--- config.mk ---
export PLATFORM = sky130hd
export DESIGN_NAME = shift_ex_stage
export DESIGN_NICKNAME = d
export VERILOG_FILES = /design/src/rtl/cpu_defs.sv /design/src/rtl/shift.sv /design/src/rtl/shift_ex_stage.sv
export SDC_FILE = /design/constraint.sdc
export NUM_CORES = 1
export LEC_CHECK = 0
export CAP_MARGIN = 20
export CORE_MARGIN = 5
export CORE_UTILIZATION = 50
export DETAILED_ROUTE_END_ITERATION = 7
export PLACE_DENSITY_LB_ADDON = 0.15
export SLEW_MARGIN = 20
export SYNTH_ARGS = -nofsm -noshare
export SYNTH_HDL_FRONTEND = slang
export SYNTH_HIERARCHICAL = 1
export SYNTH_SLANG_ARGS = --single-unit
--- constraint.sdc ---
create_clock -name clk -period 6.2 [get_ports clk]
set_input_delay 1.55 -clock clk [delete_from_list [all_inputs] [get_ports clk]]
set_output_delay 1.55 -clock clk [all_outputs]
set_load 0.02 [all_outputs]
--- src/rtl/cpu_defs.sv ---
// Shared CPU definitions: shift op one-hot bit positions, shifter type encodings and datapath widths.
package cpu_defs;

  localparam int unsigned XLEN    = 32;
  localparam int unsigned GPR_W   = 5;
  localparam int unsigned SHAMT_W = 5;
  localparam int unsigned OP_W    = 6;
  localparam int unsigned SH_W    = 3;

  localparam int unsigned OP_SLL  = 0;
  localparam int unsigned OP_SRL  = 1;
  localparam int unsigned OP_SRA  = 2;
  localparam int unsigned OP_SLLV = 3;
  localparam int unsigned OP_SRLV = 4;
  localparam int unsigned OP_SRAV = 5;

  localparam logic [SH_W-1:0] SH_LEFT  = 3'b001;
  localparam logic [SH_W-1:0] SH_LOGIC = 3'b010;
  localparam logic [SH_W-1:0] SH_ARITH = 3'b100;

endpackage

--- src/rtl/shift.sv ---
// Combinational barrel shifter; result is the OR of every shift kind selected in sh_type.
module shift
  import cpu_defs::*;
(
  input  logic [XLEN-1:0]    x,
  input  logic [SHAMT_W-1:0] shamt,
  input  logic [SH_W-1:0]    sh_type,
  output logic [XLEN-1:0]    y
);

  logic [XLEN-1:0] sll_c;
  logic [XLEN-1:0] srl_c;
  logic [XLEN-1:0] sra_c;

  always_comb begin
    sll_c = x << shamt;
    srl_c = x >> shamt;
    sra_c = XLEN'($signed(x) >>> shamt);
    y     = ({XLEN{sh_type[0]}} & sll_c)
          | ({XLEN{sh_type[1]}} & srl_c)
          | ({XLEN{sh_type[2]}} & sra_c);
  end

endmodule

--- src/rtl/shift_ex_stage.sv ---
// EX stage for MIPS shift ops: ID/EX latch with valid/allowin handshake, amount/type decode,
// shifter instance and the EX forwarding port.
module shift_ex_stage
  import cpu_defs::*;
#(
  parameter logic FWD_EN = 1'b1
) (
  input  logic                 clk,
  input  logic                 reset,
  input  logic                 ds_to_es_valid,
  output logic                 es_allowin,
  input  logic [OP_W-1:0]      ds_op,
  input  logic [SHAMT_W-1:0]   ds_sa,
  input  logic [XLEN-1:0]      ds_rs_val,
  input  logic [XLEN-1:0]      ds_rt_val,
  input  logic [GPR_W-1:0]     ds_dest,
  input  logic [XLEN-1:0]      ds_pc,
  input  logic                 es_flush,
  input  logic                 ms_allowin,
  output logic                 es_to_ms_valid,
  output logic [XLEN-1:0]      es_result,
  output logic [GPR_W-1:0]     es_dest,
  output logic [XLEN-1:0]      es_pc,
  output logic                 es_fwd_valid,
  output logic [GPR_W-1:0]     es_fwd_dest,
  output logic [XLEN-1:0]      es_fwd_data
);

  logic                es_valid_q;
  logic [OP_W-1:0]     op_q;
  logic [SHAMT_W-1:0]  sa_q;
  logic [XLEN-1:0]     rs_q;
  logic [XLEN-1:0]     rt_q;
  logic [GPR_W-1:0]    dest_q;
  logic [XLEN-1:0]     pc_q;

  logic                es_ready_go;
  logic                load_c;
  logic [SHAMT_W-1:0]  shamt_c;
  logic [SH_W-1:0]     sh_type_c;
  logic [XLEN-1:0]     sh_y;
  logic                unused_rs_hi;

  assign es_ready_go    = 1'b1;
  assign es_allowin     = !es_valid_q || (es_ready_go && ms_allowin);
  assign es_to_ms_valid = es_valid_q && es_ready_go;
  assign load_c         = ds_to_es_valid && es_allowin && !es_flush;
  assign unused_rs_hi   = ^rs_q[XLEN-1:SHAMT_W];

  // Flush outranks acceptance; payload only moves on a real capture.
  always_ff @(posedge clk) begin
    if (reset) begin
      es_valid_q <= 1'b0;
      op_q       <= '0;
      sa_q       <= '0;
      rs_q       <= '0;
      rt_q       <= '0;
      dest_q     <= '0;
      pc_q       <= '0;
    end else begin
      if (es_flush) begin
        es_valid_q <= 1'b0;
      end else if (es_allowin) begin
        es_valid_q <= ds_to_es_valid;
      end
      if (load_c) begin
        op_q   <= ds_op;
        sa_q   <= ds_sa;
        rs_q   <= ds_rs_val;
        rt_q   <= ds_rt_val;
        dest_q <= ds_dest;
        pc_q   <= ds_pc;
      end
    end
  end

  // Variable forms take the amount from rs[4:0]; type is a one-hot shifter select.
  always_comb begin
    shamt_c   = sa_q;
    sh_type_c = '0;
    if (op_q[OP_SLLV] || op_q[OP_SRLV] || op_q[OP_SRAV]) begin
      shamt_c = rs_q[SHAMT_W-1:0];
    end
    if (op_q[OP_SLL] || op_q[OP_SLLV]) sh_type_c = sh_type_c | SH_LEFT;
    if (op_q[OP_SRL] || op_q[OP_SRLV]) sh_type_c = sh_type_c | SH_LOGIC;
    if (op_q[OP_SRA] || op_q[OP_SRAV]) sh_type_c = sh_type_c | SH_ARITH;
  end

  shift u_shift (
    .x       (rt_q),
    .shamt   (shamt_c),
    .sh_type (sh_type_c),
    .y       (sh_y)
  );

  assign es_result = sh_y;
  assign es_dest   = dest_q;
  assign es_pc     = pc_q;

  generate
    if (FWD_EN) begin : g_fwd
      assign es_fwd_valid = es_valid_q && (dest_q != '0);
      assign es_fwd_dest  = dest_q;
      assign es_fwd_data  = sh_y;
    end else begin : g_no_fwd
      assign es_fwd_valid = 1'b0;
      assign es_fwd_dest  = '0;
      assign es_fwd_data  = '0;
    end
  endgenerate

endmodule

Yosys cells after proc, flatten, opt, wreduce, memory -nomap -nowiden
Index checks and enable logic that the tools add are counted.
Storage, ports and cells
  register bits: 86
  input bits: 117
  output and inout bits: 109
  word-level logic and storage cells: 32
Cells by class
  shift operators: 3
  multiplexer cells: 4
  bitwise logic cells: 5
  reductions and logical operators: 13
Operator list (count)
  bitwise AND 32 bit: 3
  OR 32 bit: 2
  << shifter 32 x 5 -> 32 bit: 1
  right shift 32 x 5 -> 32 bit: 1
  >>> shifter 32 x 5 -> 32 bit: 1
  logical OR 1 bit: 6
  2-to-1 mux 5 bit: 1
  nonzero test 5 bit: 1
  logical AND 1 bit: 3
  2-to-1 mux 3 bit: 1
  logical NOT 1 bit: 2
  2-to-1 mux 2 bit: 1
  OR reduction 2 bit: 1
  2-to-1 mux 1 bit: 1

Depth between registers and ports, before layout
Gate-level depths: netlist (run 1).
  depth in word-level cells: 7
  gate-level depth with buffers: 11
  depth with buffers taken out: 7

Hierarchy
The synthesis (run 1) kept the hierarchy.
Modules (own cells, without submodules)
  shift_ex_stage: times used 1, cells each 422, area each 4202.8 µm², seq. area each 1721.7 µm²
  shift: times used 1, cells each 449, area each 3733.6 µm², seq. area each 0.0 µm²

Worst setup path after synthesis (run 1)
OpenSTA, ideal clock, no wires.
  kind: reg-to-output
  from: reg op_q[5]
  to: out es_result[18]
  arrival time: 3072 ps
  data required time: 4650 ps
  setup slack: 1578 ps
  cell stages (with the launch flop): 12
  path buffers: 4
  cells stage by stage: dfxtp_1 > nor3_1 > mux2_2 > buf_6 > buf_12 > buf_12 > mux2i_2 > mux2i_1 > mux2_1 > a21oi_1 > o311ai_1 > buf_4
On the way
  word-level cells in the longest chain between the ends: 6
  elaborated cells between the ends (all ways): 12
  those cells by class: shift (3); mux (2); bitwise (5); reduce/logical (2)
RTL lines
  from (decl): line shift_ex_stage.sv:30  | logic [OP_W-1:0] op_q;
  from (signal assigned): line shift_ex_stage.sv:67  | op_q <= ds_op;
  logical OR 1 bit (*): line shift_ex_stage.sv:81  | if (op_q[OP_SLLV] || op_q[OP_SRLV] || op_q[OP_SRAV]) begin
  2-to-1 mux 5 bit (*): line shift_ex_stage.sv:81
  net shamt_c[0]: line shift_ex_stage.sv:39  | logic [SHAMT_W-1:0] shamt_c;
  << shifter 32 x 5 -> 32 bit / right shift 32 x 5 -> 32 bit (equally long branches): line shift.sv:16, shift.sv:17
  bitwise AND 32 bit (on tied branches): line shift.sv:19, shift.sv:20
  OR 32 bit: line shift.sv:20  | | ({XLEN{sh_type[1]}} & srl_c)
  OR 32 bit (*): line shift.sv:21  | | ({XLEN{sh_type[2]}} & sra_c);
  to (decl): line shift_ex_stage.sv:21  | output logic [XLEN-1:0] es_result,
The timed path passes the listed nets; every way through them passes the cells marked *.

Final worst setup path (run 1)
  from: reg op_q[5]
  to: out es_fwd_data[28]
On the way
  word-level cells in the longest chain between the ends: 6
  elaborated cells between the ends (all ways): 12
  those cells by class: shift (3); mux (2); bitwise (5); reduce/logical (2)
RTL lines
  logical OR 1 bit (*): line shift_ex_stage.sv:81
  2-to-1 mux 5 bit (*): line shift_ex_stage.sv:81
  net shamt_c[0]: line shift_ex_stage.sv:39
  << shifter 32 x 5 -> 32 bit / right shift 32 x 5 -> 32 bit (equally long branches): line shift.sv:16, shift.sv:17
  bitwise AND 32 bit (on tied branches): line shift.sv:19, shift.sv:20
  OR 32 bit: line shift.sv:20
  OR 32 bit (*): line shift.sv:21
  to (decl): line shift_ex_stage.sv:26  | output logic [XLEN-1:0] es_fwd_data
Marks and branches as above.

==> summary.md, run 1 <==
| Metric | Value |
|---|---|
| Final Critical Period | about 5.7 ns |
| Mapped cell area | 7940 um^2 |
| Clock Power Share | approximately 28% |
| Critical path buffers and inverters | 2 |
| Flop pwr share | 33.4% |
| Average routed wire per standard cell | 18.8 um |
| Slowest stage delay, CP | 0.63 ns |
| Crit path capture type | output port |
| Final Wtd Congestion | 0.991 |
| Max-slew violations | 0 |
| PD cells | 185 nW/um^2 |
| Status | complete, no violations |
| Syn Nets | 988 |
| GR Layer Usage met3 | 6.62% |
| Vias in the first global route | 6,523 |
| DP Area | 9670 um^2 |
| Total GRT Usage | 24.2% |
| Crit share post-route | 91.9% |
| Busiest grt layer | met2 |
| CP required | 4.65 ns |
| Largest net degree at the start of global routing | 172 |
| Power Internal | between 1 and 1.5 mW |
| Post-synth EDFFs | 0 |
| TritonCTS clock tree | built |
| CTS hold repair buffers | 0 |
| DP Cell Count | approximately 1,200 |
| Rows | 46 |
| CTS Sinks | 86 |
| DPL Wire Length | 16,800 um |
| Residual DRC | 0 |
| H-tree levels | 3 |
| Setup_tns | 0 ns |
| Post-route setup slack | 0.504 ns |
| # fillers | 1,339 |
| Cells after synthesis | 871 |
| Non-Filler Instances | 1,207 |
| Top-count cell post-synth | nand2b_1 |
| NetSw | 640 uW |
| Ports | 226 |
| CP Max Fanout | 34 |
| Cell Chain, Critical Path | nor3_1, mux2_4, buf_4, mux4_2, mux2i_1, o32ai_1, nor3_1, a21oi_1, clkdlybuf4s50_1 |
| Worst slew pin tran | 0.789 ns |
| Slew headroom | roughly 47% |
| P_leak | 3.55 nW |
| IO buf count | 198 |
| Switch share | approximately a third |
| YS warnings | 6 |
| Starting Density | between 50 and 60% |
| Fin nets | 1,103 |
| Fraction of registers with async set/reset | 0% |
| Crit path DAT | 4.15 ns |
| Layout cell share with drive strength beyond 1 | 12.4% |
| Hold slack | 0.469 ns |
| Worst slack, placed | 0.883 ns |
| Most frequent CP cell | nor3_1 |
| Peak VDD IR | 0.000175 V |
| Top post-synthesis cells by count | 171 x nand2b_1, 113 x mux2i_1, 86 x dfxtp_1 |
| Post-Layout Inst Area | roughly 10000 um^2 |
| Global-route wire length before repair | 35,700 um |
| Vias post-DR | 7,035 |
| RSZ-0062 raised after global routing | false |
| Share of Yosys cell area claimed by the top area cell type | 21.7% |
| Post-synthesis sequential area ratio | a little over a fifth |
| WL final | approximately 23,000 um |
| Routed vias/inst | 5.83 |
| TritonCTS Buffers | 9 |
| Max-cap violations | 0 |
| Clock Skew | 0.0141 ns |
| Area Growth Syn to Fin | 25.5% |
| Delay-heaviest family, CP | multiplexers |
| Synth area leaders | dfxtp_1 22%, mux4_2 16%, mux2i_1 14%, nand2b_1 13%, buf_4 3.9% |
| Number of nets with antenna violations after routing | 0 |
| Comb power frac | 38.6% |
| Post-synth top area cell | dfxtp_1 |
| DR iter-0 viols | 877 |
| GRT Residual Overflow | 0 |
| Postcts setup bufs | 0 |
| Area of the core | between 15,000 and 20,000 um^2 |
| CTS max path bufs | 2 |
| Finish-stage setup viols | 0 |
| Post-synth top flop | dfxtp_1 |
| Clock-pin slew of the registers on the worst-case setup and hold paths | ~0.07 ns |
| DIE HEIGHT | 136 um |
| First drt pass iteration count | 6 |
| GR Layer Usage met2 | between 30% and 40% |
| Distinct cells, synth | 70 |
| Initial antenna violation count | 0 |
| Crit path launch type | flip-flop |
| Worst-skew pair later-pin latency | 0.35 ns |
| WS Path Type | reg -> out |
| Die Width | 136 um |
| Die area | roughly 18,000 um^2 |
| Synth Register Bits | 86 |
| Mapped Avg Cell Area | 9.11 um^2 |
| HP Class | reg -> reg |
| Met1 usage | 34.2% |
| ANT cells | 0 |
| Hold Fails Final Rpt | 0 |
| CTS resizes | 0 |
| Achievable Freq | 176 MHz |
| Root Driver | clkbuf_16 |
| Slowest CP cell | mux2_4 |
## per-stage QoR
step	utilization, %	power (mW)
2_1_floorplan	-	1.09
3_3_place_gp	61.6	1.33
3_5_place_dp	61.6	1.33
4_1_cts	63.4	1.86
5_1_grt	63.4	1.93
6_report	63.4	1.84
## power groups by stage
stage | Clock [mW] | Combinational, mW | Sequential (mW)
after floorplan | 0 | 0.462 | 0.632
after global placement | 0 | 0.701 | 0.625
after detailed placement | 0 | 0.705 | 0.627
after CTS | 0.535 | 0.707 | 0.615
after global routing | 0.552 | 0.756 | 0.621
final | 0.516 | 0.710 | 0.615
## cells in the final DEF, fill, tap and decap left out, drive strengths merged, types with 3 or more instances in the layout
master and n:
a2111oi 3, a211o 4, a211oi 3, a21oi 23
a221oi 4, a22oi 8, a311oi 4, a31oi 4
and2 7, buf 20, clkbuf 10, clkdlybuf4s50 197
dfxtp 86, inv 10, mux2 26, mux2i 114
mux4 57, nand2 51, nand2b 171, nand3 17
nor2 62, nor2b 6, nor3 9, nor3b 3
o211ai 11, o21ai 23, o22ai 9, o31ai 3
o32a 3, o32ai 3, or2 4
## worst paths after layout
| kind | cells past startpoint | end | from | slack [ns] |
|---|---|---|---|---|
| worst min register to register | 2 | sa_q[4] | sa_q[4] | 0.47 |
| worst max register to register | 4 | rt_q[1] | es_to_ms_valid | 4.02 |
| worst min-delay path | 2 | sa_q[4] | sa_q[4] | 0.47 |
| worst max-delay path | 9 | es_fwd_data[28] | op_q[5] | 0.50 |
## state kept, by name (all words and copies together), names as in the netlist
signal	flops
op_q	6
rt_q	32
rs_q	5
es_to_ms_valid	1
es_pc	32
sa_q	5
es_dest	5
## routing by layer
metal	wire (um)	up-vias
met5	0	-
met4	558	0
met3	2260	46
met2	10100	375
met1	9670	3268
li1	-	3346
## layout make-up
| class | count | area, um^2 | area share (%) |
|---|---|---|---|
| Multi-Input combinational cell | 665 | 5490 | 55.2 |
| Timing Repair Buffer | 217 | 2160 | 21.7 |
| Sequential cell | 86 | 1720 | 17.3 |
| Tap cell | 216 | 270 | 2.71 |
| Clock buffer | 10 | 229 | 2.30 |
| Clock inverter | 6 | 53.8 | 0.540 |
| Inverter | 7 | 26.3 | 0.264 |
## cell families (layout without fill, tap and decap cells)
group	count (synthesis)	after routing	synth area share, %
compound gates	129	129	11.6
flops	86	86	21.7
mux	197	197	34.5
buf+inv	120	240	9.21
simple gates	339	339	23.0
## worst min-delay path, cell delays in order (launching register included)
cell and delay (ns):
dfxtp_1 0.31, nand2b_1 0.06, mux2i_1 0.06
Note: power is estimated with default switching activity, not from simulation.
==> run 2: changes to the inputs <==
--- a/config.mk
+++ b/config.mk
@@ -8,10 +8,10 @@
 export CAP_MARGIN = 20
 export CORE_MARGIN = 5
 export CORE_UTILIZATION = 50
+export CTS_BUF_LIST = sky130_fd_sc_hd__clkbuf_4 sky130_fd_sc_hd__clkbuf_8
 export DETAILED_ROUTE_END_ITERATION = 7
 export PLACE_DENSITY_LB_ADDON = 0.15
 export SLEW_MARGIN = 20
 export SYNTH_ARGS = -nofsm -noshare
 export SYNTH_HDL_FRONTEND = slang
-export SYNTH_HIERARCHICAL = 1
 export SYNTH_SLANG_ARGS = --single-unit
==> summary.md, run 2 <==
| Metric | Value |
|---|---|
| Post-synth EDFFs | 0 (unchanged) |
| Most frequent CP cell | a221o_1 (was nor3_1) |
| Post-synthesis sequential area ratio | 22.0% (was 21.7%) |
| CTS max path bufs | 2 (unchanged) |
| Delay-heaviest family, CP | compound AO/OA/AOI/OAI gates (was multiplexers) |
| Starting Density | 51.2% (was 50.5%) |
| Largest net degree at the start of global routing | 87 (was 172) |
| Reg2Reg Depth | 5 (was 4) |
| Clock Skew | 0.00968 ns (was 0.0141 ns) |
| Worst slew pin tran | 0.877 ns (was 0.789 ns) |
| Status | complete, no violations (unchanged) |
| Setup_tns | 0 ns (unchanged) |
| Crit path capture type | output port (unchanged) |
| Post-route setup slack | 0.232 ns (was 0.504 ns) |
| Max-slew violations | 0 (unchanged) |
| RSZ-0062 raised after global routing | false (unchanged) |
| DPL Wire Length | 25,300 um (was 16,800 um) |
| Commonest cells after routing, fill and taps aside | 245 x nand2_1, 197 x clkdlybuf4s50_1, 143 x a21oi_1 (was 197 x clkdlybuf4s50_1, 171 x nand2b_1, 113 x mux2i_1) |
| Total GRT Usage | 35.6% (was 24.2%) |
| YS warnings | 0 (was 6) |
| CTS Sinks | 86 (unchanged) |
| Post-synth top flop | dfxtp_1 (unchanged) |
| Layout cell share with drive strength beyond 1 | 8.82% (was 12.4%) |
| CTS hold repair buffers | 0 (unchanged) |
| P_leak | 3.59 nW (was 3.55 nW) |
| Mapped Avg Cell Area | 6.62 um^2 (was 9.11 um^2) |
| TritonCTS Buffers | 9 (unchanged) |
| GRT Residual Overflow | 0 (unchanged) |
| Worst slack, placed | 0.772 ns (was 0.883 ns) |
| Average routed wire per standard cell | 22.4 um (was 18.8 um) |
| Global-route wire length before repair | 51,800 um (was 35,700 um) |
| IO buf count | 198 (unchanged) |
| CTS resizes | 0 (unchanged) |
| Vias in the first global route | 9,254 (was 6,523) |
| PD cells | 187 nW/um^2 (was 185 nW/um^2) |
| Final core utilization | 65.4% (was 63.4%) |
| Crit share post-route | 96.3% (was 91.9%) |
| HP Class | reg -> reg (unchanged) |
| Area of the core | 15,300 um^2 (was 15,700 um^2) |
| WL final | 33,900 um (was 22,600 um) |
| Area Growth Syn to Fin | 27.8% (was 25.5%) |
| TritonCTS clock tree | built (unchanged) |
| Most common cell after layout, fill and taps aside | nand2_1 (was clkdlybuf4s50_1) |
| Mapped cell area | 7840 um^2 (was 7940 um^2) |
| Finish-stage setup viols | 0 (unchanged) |
| CP required | 4.65 ns (about the same) |
| Multi-input gate area | 5400 um^2 (was 5490 um^2) |
| Cells after synthesis | 1,183 (was 871) |
| DIE HEIGHT | 135 um (was 136 um) |
| Worst-skew pair later-pin latency | 0.37 ns (was 0.35 ns) |
| Slowest stage delay, CP | 0.66 ns (was 0.63 ns) |
| Hold path cells | 2 (unchanged) |
| Top post-synthesis cells by count | 246 x nand2_1, 143 x a21oi_1, 101 x nand3_1 (was 171 x nand2b_1, 113 x mux2i_1, 86 x dfxtp_1) |
| Vias post-DR | 10,200 (was 7,035) |
| Initial antenna violation count | 0 (unchanged) |
| WS Path Type | reg -> out (unchanged) |
| First drt pass iteration count | 7 (was 6) |
| Die area | 18,300 um^2 (was 18,500 um^2) |
| Share of Yosys cell area claimed by the top area cell type | 22.0% (was 21.7%) |
| Root Driver | clkbuf_8 (was clkbuf_16) |
| Crit path DAT | 4.42 ns (was 4.15 ns) |
| Post-synth top area cell | dfxtp_1 (unchanged) |
| Critical path buffers and inverters | 2 (unchanged) |
| DR iter-0 viols | 1,960 (was 877) |
| Slowest CP cell | clkdlybuf4s50_1 (was mux2_4) |
| Final Critical Period | 5.97 ns (was 5.70 ns) |
| Rows | 45 (was 46) |
| Postcts setup bufs | 0 (unchanged) |
| CP Max Fanout | 20 (was 34) |
| Slew headroom | 41.3% (was 47.4%) |
| Number of nets with antenna violations after routing | 0 (unchanged) |
| Crit path launch type | flip-flop (unchanged) |
| Hold Fails Final Rpt | 0 (unchanged) |
| Fraction of registers with async set/reset | 0% (unchanged) |
| Max-cap violations | 0 (unchanged) |
| Synth Register Bits | 86 (unchanged) |
| Die Width | 135 um (was 136 um) |
| Fin nets | 1,416 (was 1,103) |
| Routed vias/inst | 6.71 (was 5.83) |
| Top-count cell post-synth | nand2_1 (was nand2b_1) |
| Final Wtd Congestion | 1.09 (was 0.991) |
| Residual DRC | 0 (unchanged) |
| ANT cells | 0 (unchanged) |
| H-tree levels | 3 (unchanged) |
| Cell Chain, Critical Path | o31a_1, nor2_2, buf_4, nor2_1, a32o_1, a221o_1, a221o_1, a21oi_1, clkdlybuf4s50_1 (was nor3_1, mux2_4, buf_4, mux4_2, mux2i_1, o32ai_1, nor3_1, a21oi_1, clkdlybuf4s50_1) |
| Cell count along the critical path | 9 (unchanged) |
| Clock-pin slew of the registers on the worst-case setup and hold paths | 0.09 ns (was 0.07 ns) |
| Distinct cells, synth | 69 (was 70) |
| Synth area leaders | dfxtp_1 22%, nand2_1 12%, a21oi_1 9.1%, nand3_1 6.5%, o21ai_0 4.7% (was dfxtp_1 22%, mux4_2 16%, mux2i_1 14%, nand2b_1 13%, buf_4 3.9%) |
| Achievable Freq | 168 MHz (was 176 MHz) |
| Peak VDD IR | 0.000186 V (was 0.000175 V) |
| Register Area | 1720 um^2 (unchanged) |
| Ports | 226 (unchanged) |
| # fillers | 1,435 (was 1,339) |
| Syn Nets | 1,300 (was 988) |
[run 2: changes by cell type after synthesis, moves of 20 or more]
cell / change
mux2i_1: -95
nand2_1: +195
nand3_1: +84
clkbuf_1: +22
a211oi_1: +26
a31oi_1: +22
a21oi_1: +120
mux4_2: -55
and3_1: +20
o21ai_0: +55
nand2b_1: -171
[run 2: kinds of logic (layout without fill, tap and decap cells)]
group           after synthesis  in the layout  share of synthesized area (%)
mux                          35             35                           4.89
compound gates              436            436                           36.0
simple gates                477            477                           27.6
buf+inv                     149            270                           9.50
flops                        86             86                           22.0
[run 2: final cells by class]
class,count,area share [%]
repair buffers,250,23.8
multi-input cells,948,54.0
inverters,4,0.150
flip-flops and latches,86,17.2
well taps,211,2.64
clock buffers,10,1.31
clock inverters,6,0.938
[run 2: worst register-to-register path, stage by stage, from the launching register on]
cell and delay [ns]:
dfxtp_1 0.33, nor2b_1 0.16, nor3b_2 0.45, buf_4 0.47
nand2_1 0.12, a21oi_1 0.17
[run 2: final timing paths]
path | startpoint | end | slack (ns)
worst max-delay path | op_q[3] | es_result[11] | 0.23
worst min-delay path | es_pc[0] | es_pc[0] | 0.46
worst max register to register | es_to_ms_valid | rt_q[14] | 4.41
worst min register to register | es_pc[0] | es_pc[0] | 0.46
[run 2: report_power, final]
part | switching, mW | internal (mW) | total (mW)
sequential | 0.0364 | 0.578 | 0.614
clock | 0.208 | 0.236 | 0.443
combinational | 0.488 | 0.325 | 0.813
[run 2: per-layer routing]
| layer | vias up | global-route usage, % | share of wire, % |
|---|---|---|---|
| met5 | - | 0 | 0 |
| met4 | 0 | 16.5 | 6.0 |
| met3 | 169 | 11.3 | 13 |
| met2 | 766 | 55.8 | 44 |
| met1 | 4631 | 44.6 | 37 |
| li1 | 4595 | - | - |
[run 2: per-stage QoR]
step	instance area, um^2	hold WS, ns	instances	total power, mW
finish	10000	0.457	1515	1.87
global route	10000	0.480	1515	1.95
CTS	10000	0.458	1515	1.86
detailed placement	9780	0.447	1499	1.41
global placement	9780	0.441	1499	1.41
floorplan	7840	0.440	1183	1.10
==> run 3: changes to the inputs <==
--- a/config.mk
+++ b/config.mk
@@ -6,9 +6,10 @@
 export NUM_CORES = 1
 export LEC_CHECK = 0
 export CAP_MARGIN = 20
+export CORE_ASPECT_RATIO = 1.25
 export CORE_MARGIN = 5
 export CORE_UTILIZATION = 50
-export CTS_BUF_LIST = sky130_fd_sc_hd__clkbuf_4 sky130_fd_sc_hd__clkbuf_8
+export CTS_BUF_LIST = sky130_fd_sc_hd__clkbuf_4 sky130_fd_sc_hd__clkbuf_8 sky130_fd_sc_hd__clkbuf_16
 export DETAILED_ROUTE_END_ITERATION = 7
 export PLACE_DENSITY_LB_ADDON = 0.15
 export SLEW_MARGIN = 20
==> summary.md, run 3 (synthesis gave the netlist of run 2 again) <==
| Metric | Value |
|---|---|
| Starting Density | 50.5% (was 51.2%) |
| Hold Fails Final Rpt | 0 (unchanged) |
| Achievable Freq | 168 MHz (about the same) |
| GRT Residual Overflow | 0 (unchanged) |
| Initial antenna violation count | 1 (was 0) |
| Reg2Reg Depth | 6 (was 5) |
| Most common cell after layout, fill and taps aside | nand2_1 (unchanged) |
| Met1 Wirelength | 12,200 um (was 12,500 um) |
| Crit share post-route | 96.1% (was 96.3%) |
| Met2 wire length | 15,000 um (was 14,900 um) |
| Area of the core | 15,500 um^2 (was 15,300 um^2) |
| Total GRT Usage | 35.6% (about the same) |
| Multi-input gate area | 5400 um^2 (about the same) |
| Crit path DAT | 4.41 ns (was 4.42 ns) |
| CTS resizes | 0 (unchanged) |
| Reg-to-Reg End | rt_q[15] (was rt_q[14]) |
| TritonCTS clock tree | built (unchanged) |
| WS Path Type | reg -> out (unchanged) |
| Reg-to-Reg Start | es_to_ms_valid (unchanged) |
| Peak VDD IR | 0.000170 V (was 0.000186 V) |
| Number of nets with antenna violations after routing | 0 (unchanged) |
| Met3 Routed Length | 4160 um (was 4500 um) |
| CP required | 4.65 ns (about the same) |
| DP Cell Count | 1,493 (was 1,499) |
| Residual DRC | 0 (unchanged) |
| Final core utilization | 64.7% (was 65.4%) |
| H-tree levels | 3 (unchanged) |
| Crit path capture type | output port (unchanged) |
| Layout cell share with drive strength beyond 1 | 8.25% (was 8.82%) |
| Cell Chain, Critical Path | nor4b_2, buf_4, nor2_4, nor2_1, a221oi_1, nor3_1, a311oi_1, o211ai_1, clkdlybuf4s50_1 (was o31a_1, nor2_2, buf_4, nor2_1, a32o_1, a221o_1, a221o_1, a21oi_1, clkdlybuf4s50_1) |
| Setup_tns | 0 ns (unchanged) |
| Final Critical Period | 5.96 ns (was 5.97 ns) |
| CTS hold repair buffers | 0 (unchanged) |
| R2R setup slack | 3.88 ns (was 4.41 ns) |
| Routed vias/inst | 6.69 (was 6.71) |
| Worst slew pin tran | 1.16 ns (was 0.877 ns) |
| CTS Sinks | 86 (unchanged) |
| Finish-stage setup viols | 0 (unchanged) |
| DR top layer | met5 (was met4) |
| Rows | 51 (was 45) |
| Slew headroom | 22.5% (was 41.3%) |
| CP Max Fanout | 31 (was 20) |
| Critical path buffers and inverters | 2 (unchanged) |
| DPL Wire Length | 25,300 um (about the same) |
| Root Driver | clkbuf_16 (was clkbuf_8) |
| First drt pass iteration count | 6 (was 7) |
| Vias post-DR | 10,100 (was 10,200) |
| P_leak | 3.59 nW (about the same) |
| IO buf count | 198 (unchanged) |
| Global-route wire length before repair | 51,300 um (was 51,800 um) |
| CTS max path bufs | 2 (unchanged) |
| Max-slew violations | 0 (unchanged) |
| Area Growth Syn to Fin | 28.0% (was 27.8%) |
| Final Wtd Congestion | 1.11 (was 1.09) |
| Largest net degree at the start of global routing | 87 (unchanged) |
| Worst-skew pair later-pin latency | 0.34 ns (was 0.37 ns) |
| Clock Skew | 0.00428 ns (was 0.00968 ns) |
| DR iter-0 viols | 1,368 (was 1,960) |
| Max-cap violations | 0 (unchanged) |
| Hold_sp | es_pc[25] (was es_pc[0]) |
| # fillers | 1,474 (was 1,435) |
| TritonCTS Buffers | 9 (unchanged) |
| PD cells | 194 nW/um^2 (was 187 nW/um^2) |
| Hold path cells | 2 (unchanged) |
| Vias in the first global route | 9,366 (was 9,254) |
| Status | complete, no violations (unchanged) |
| Postcts setup bufs | 0 (unchanged) |
| HP Class | reg -> reg (unchanged) |
| Hold Path End | es_pc[25] (was es_pc[0]) |
| Delay-heaviest family, CP | compound AO/OA/AOI/OAI gates (unchanged) |
| Average routed wire per standard cell | 22.3 um (was 22.4 um) |
| WL final | 33,600 um (was 33,900 um) |
| Non-Filler Instances | 1,509 (was 1,515) |
| Register Area | 1720 um^2 (unchanged) |
| ANT cells | 0 (unchanged) |
| Ports | 226 (unchanged) |
| Slowest stage delay, CP | 0.84 ns (was 0.66 ns) |
| Fin nets | 1,409 (was 1,416) |
| Slowest CP cell | a221oi_1 (was clkdlybuf4s50_1) |
| Clock-pin slew of the registers on the worst-case setup and hold paths | 0.07 ns (was 0.09 ns) |
| DIE HEIGHT | 150 um (was 135 um) |
| Die area | 18,300 um^2 (about the same) |
| Die Width | 122 um (was 135 um) |
| Commonest cells after routing, fill and taps aside | 246 x nand2_1, 197 x clkdlybuf4s50_1, 143 x a21oi_1 (was 245 x nand2_1, 197 x clkdlybuf4s50_1, 143 x a21oi_1) |
| RSZ-0062 raised after global routing | false (unchanged) |
| Crit path launch type | flip-flop (unchanged) |
## run 3: final cells by class
type	instances	share of cell area (%)
Sequential cell	86	17.2
Timing Repair Buffer	243	23.3
Clock buffer	9	2.24
Multi-Input combinational cell	948	53.8
Clock inverter	7	0.636
Tap cell	212	2.64
Inverter	4	0.150
## run 3: per-stage QoR
step / instance area [um^2] / power, mW / worst slack [ns] / hold WS, ns
detailed placement: 9740 / 1.41 / 0.725 / 0.446
global placement: 9740 / 1.40 / 0.778 / 0.441
floorplan: 7840 / 1.10 / 1.80 / 0.440
CTS: 10000 / 1.94 / 0.353 / 0.456
global route: 10000 / 2.03 / 0.0811 / 0.469
finish: 10000 / 1.95 / 0.245 / 0.454
## run 3: power by group
part / internal, mW / switching (mW) / leakage, nW
registers: 0.578 / 0.0369 / 0.703
clock network: 0.282 / 0.248 / 0.137
logic: 0.322 / 0.484 / 2.75
total: 1.18 / 0.768 / 3.59
## run 3: how the worst max path moves through the flow
stage	end	cells past startpoint	from	slack, ns
after floorplan	es_result[7]	10	op_q[3]	1.80
final	es_fwd_data[26]	9	op_q[3]	0.24
after global placement	es_result[2]	10	op_q[5]	0.78
after CTS	es_result[2]	10	op_q[3]	0.35
after detailed placement	es_result[2]	10	op_q[3]	0.72
after global routing	es_result[2]	10	op_q[5]	0.08
## run 3: per-layer routing
metal / vias up / global-route usage (%)
met5: - / 0
met3: 192 / 9.83
met2: 765 / 56.1
li1: 4587 / -
met4: 2 / 23.2
met1: 4545 / 42.3
## run 3: worst reg2reg max path, stage by stage, from the launching register on
cell and delay [ns]:
dfxtp_1 0.35, nor2b_1 0.25, inv_1 0.09, nand3b_1 0.53, buf_4 0.66, nand2_1 0.16, a21oi_1 0.20
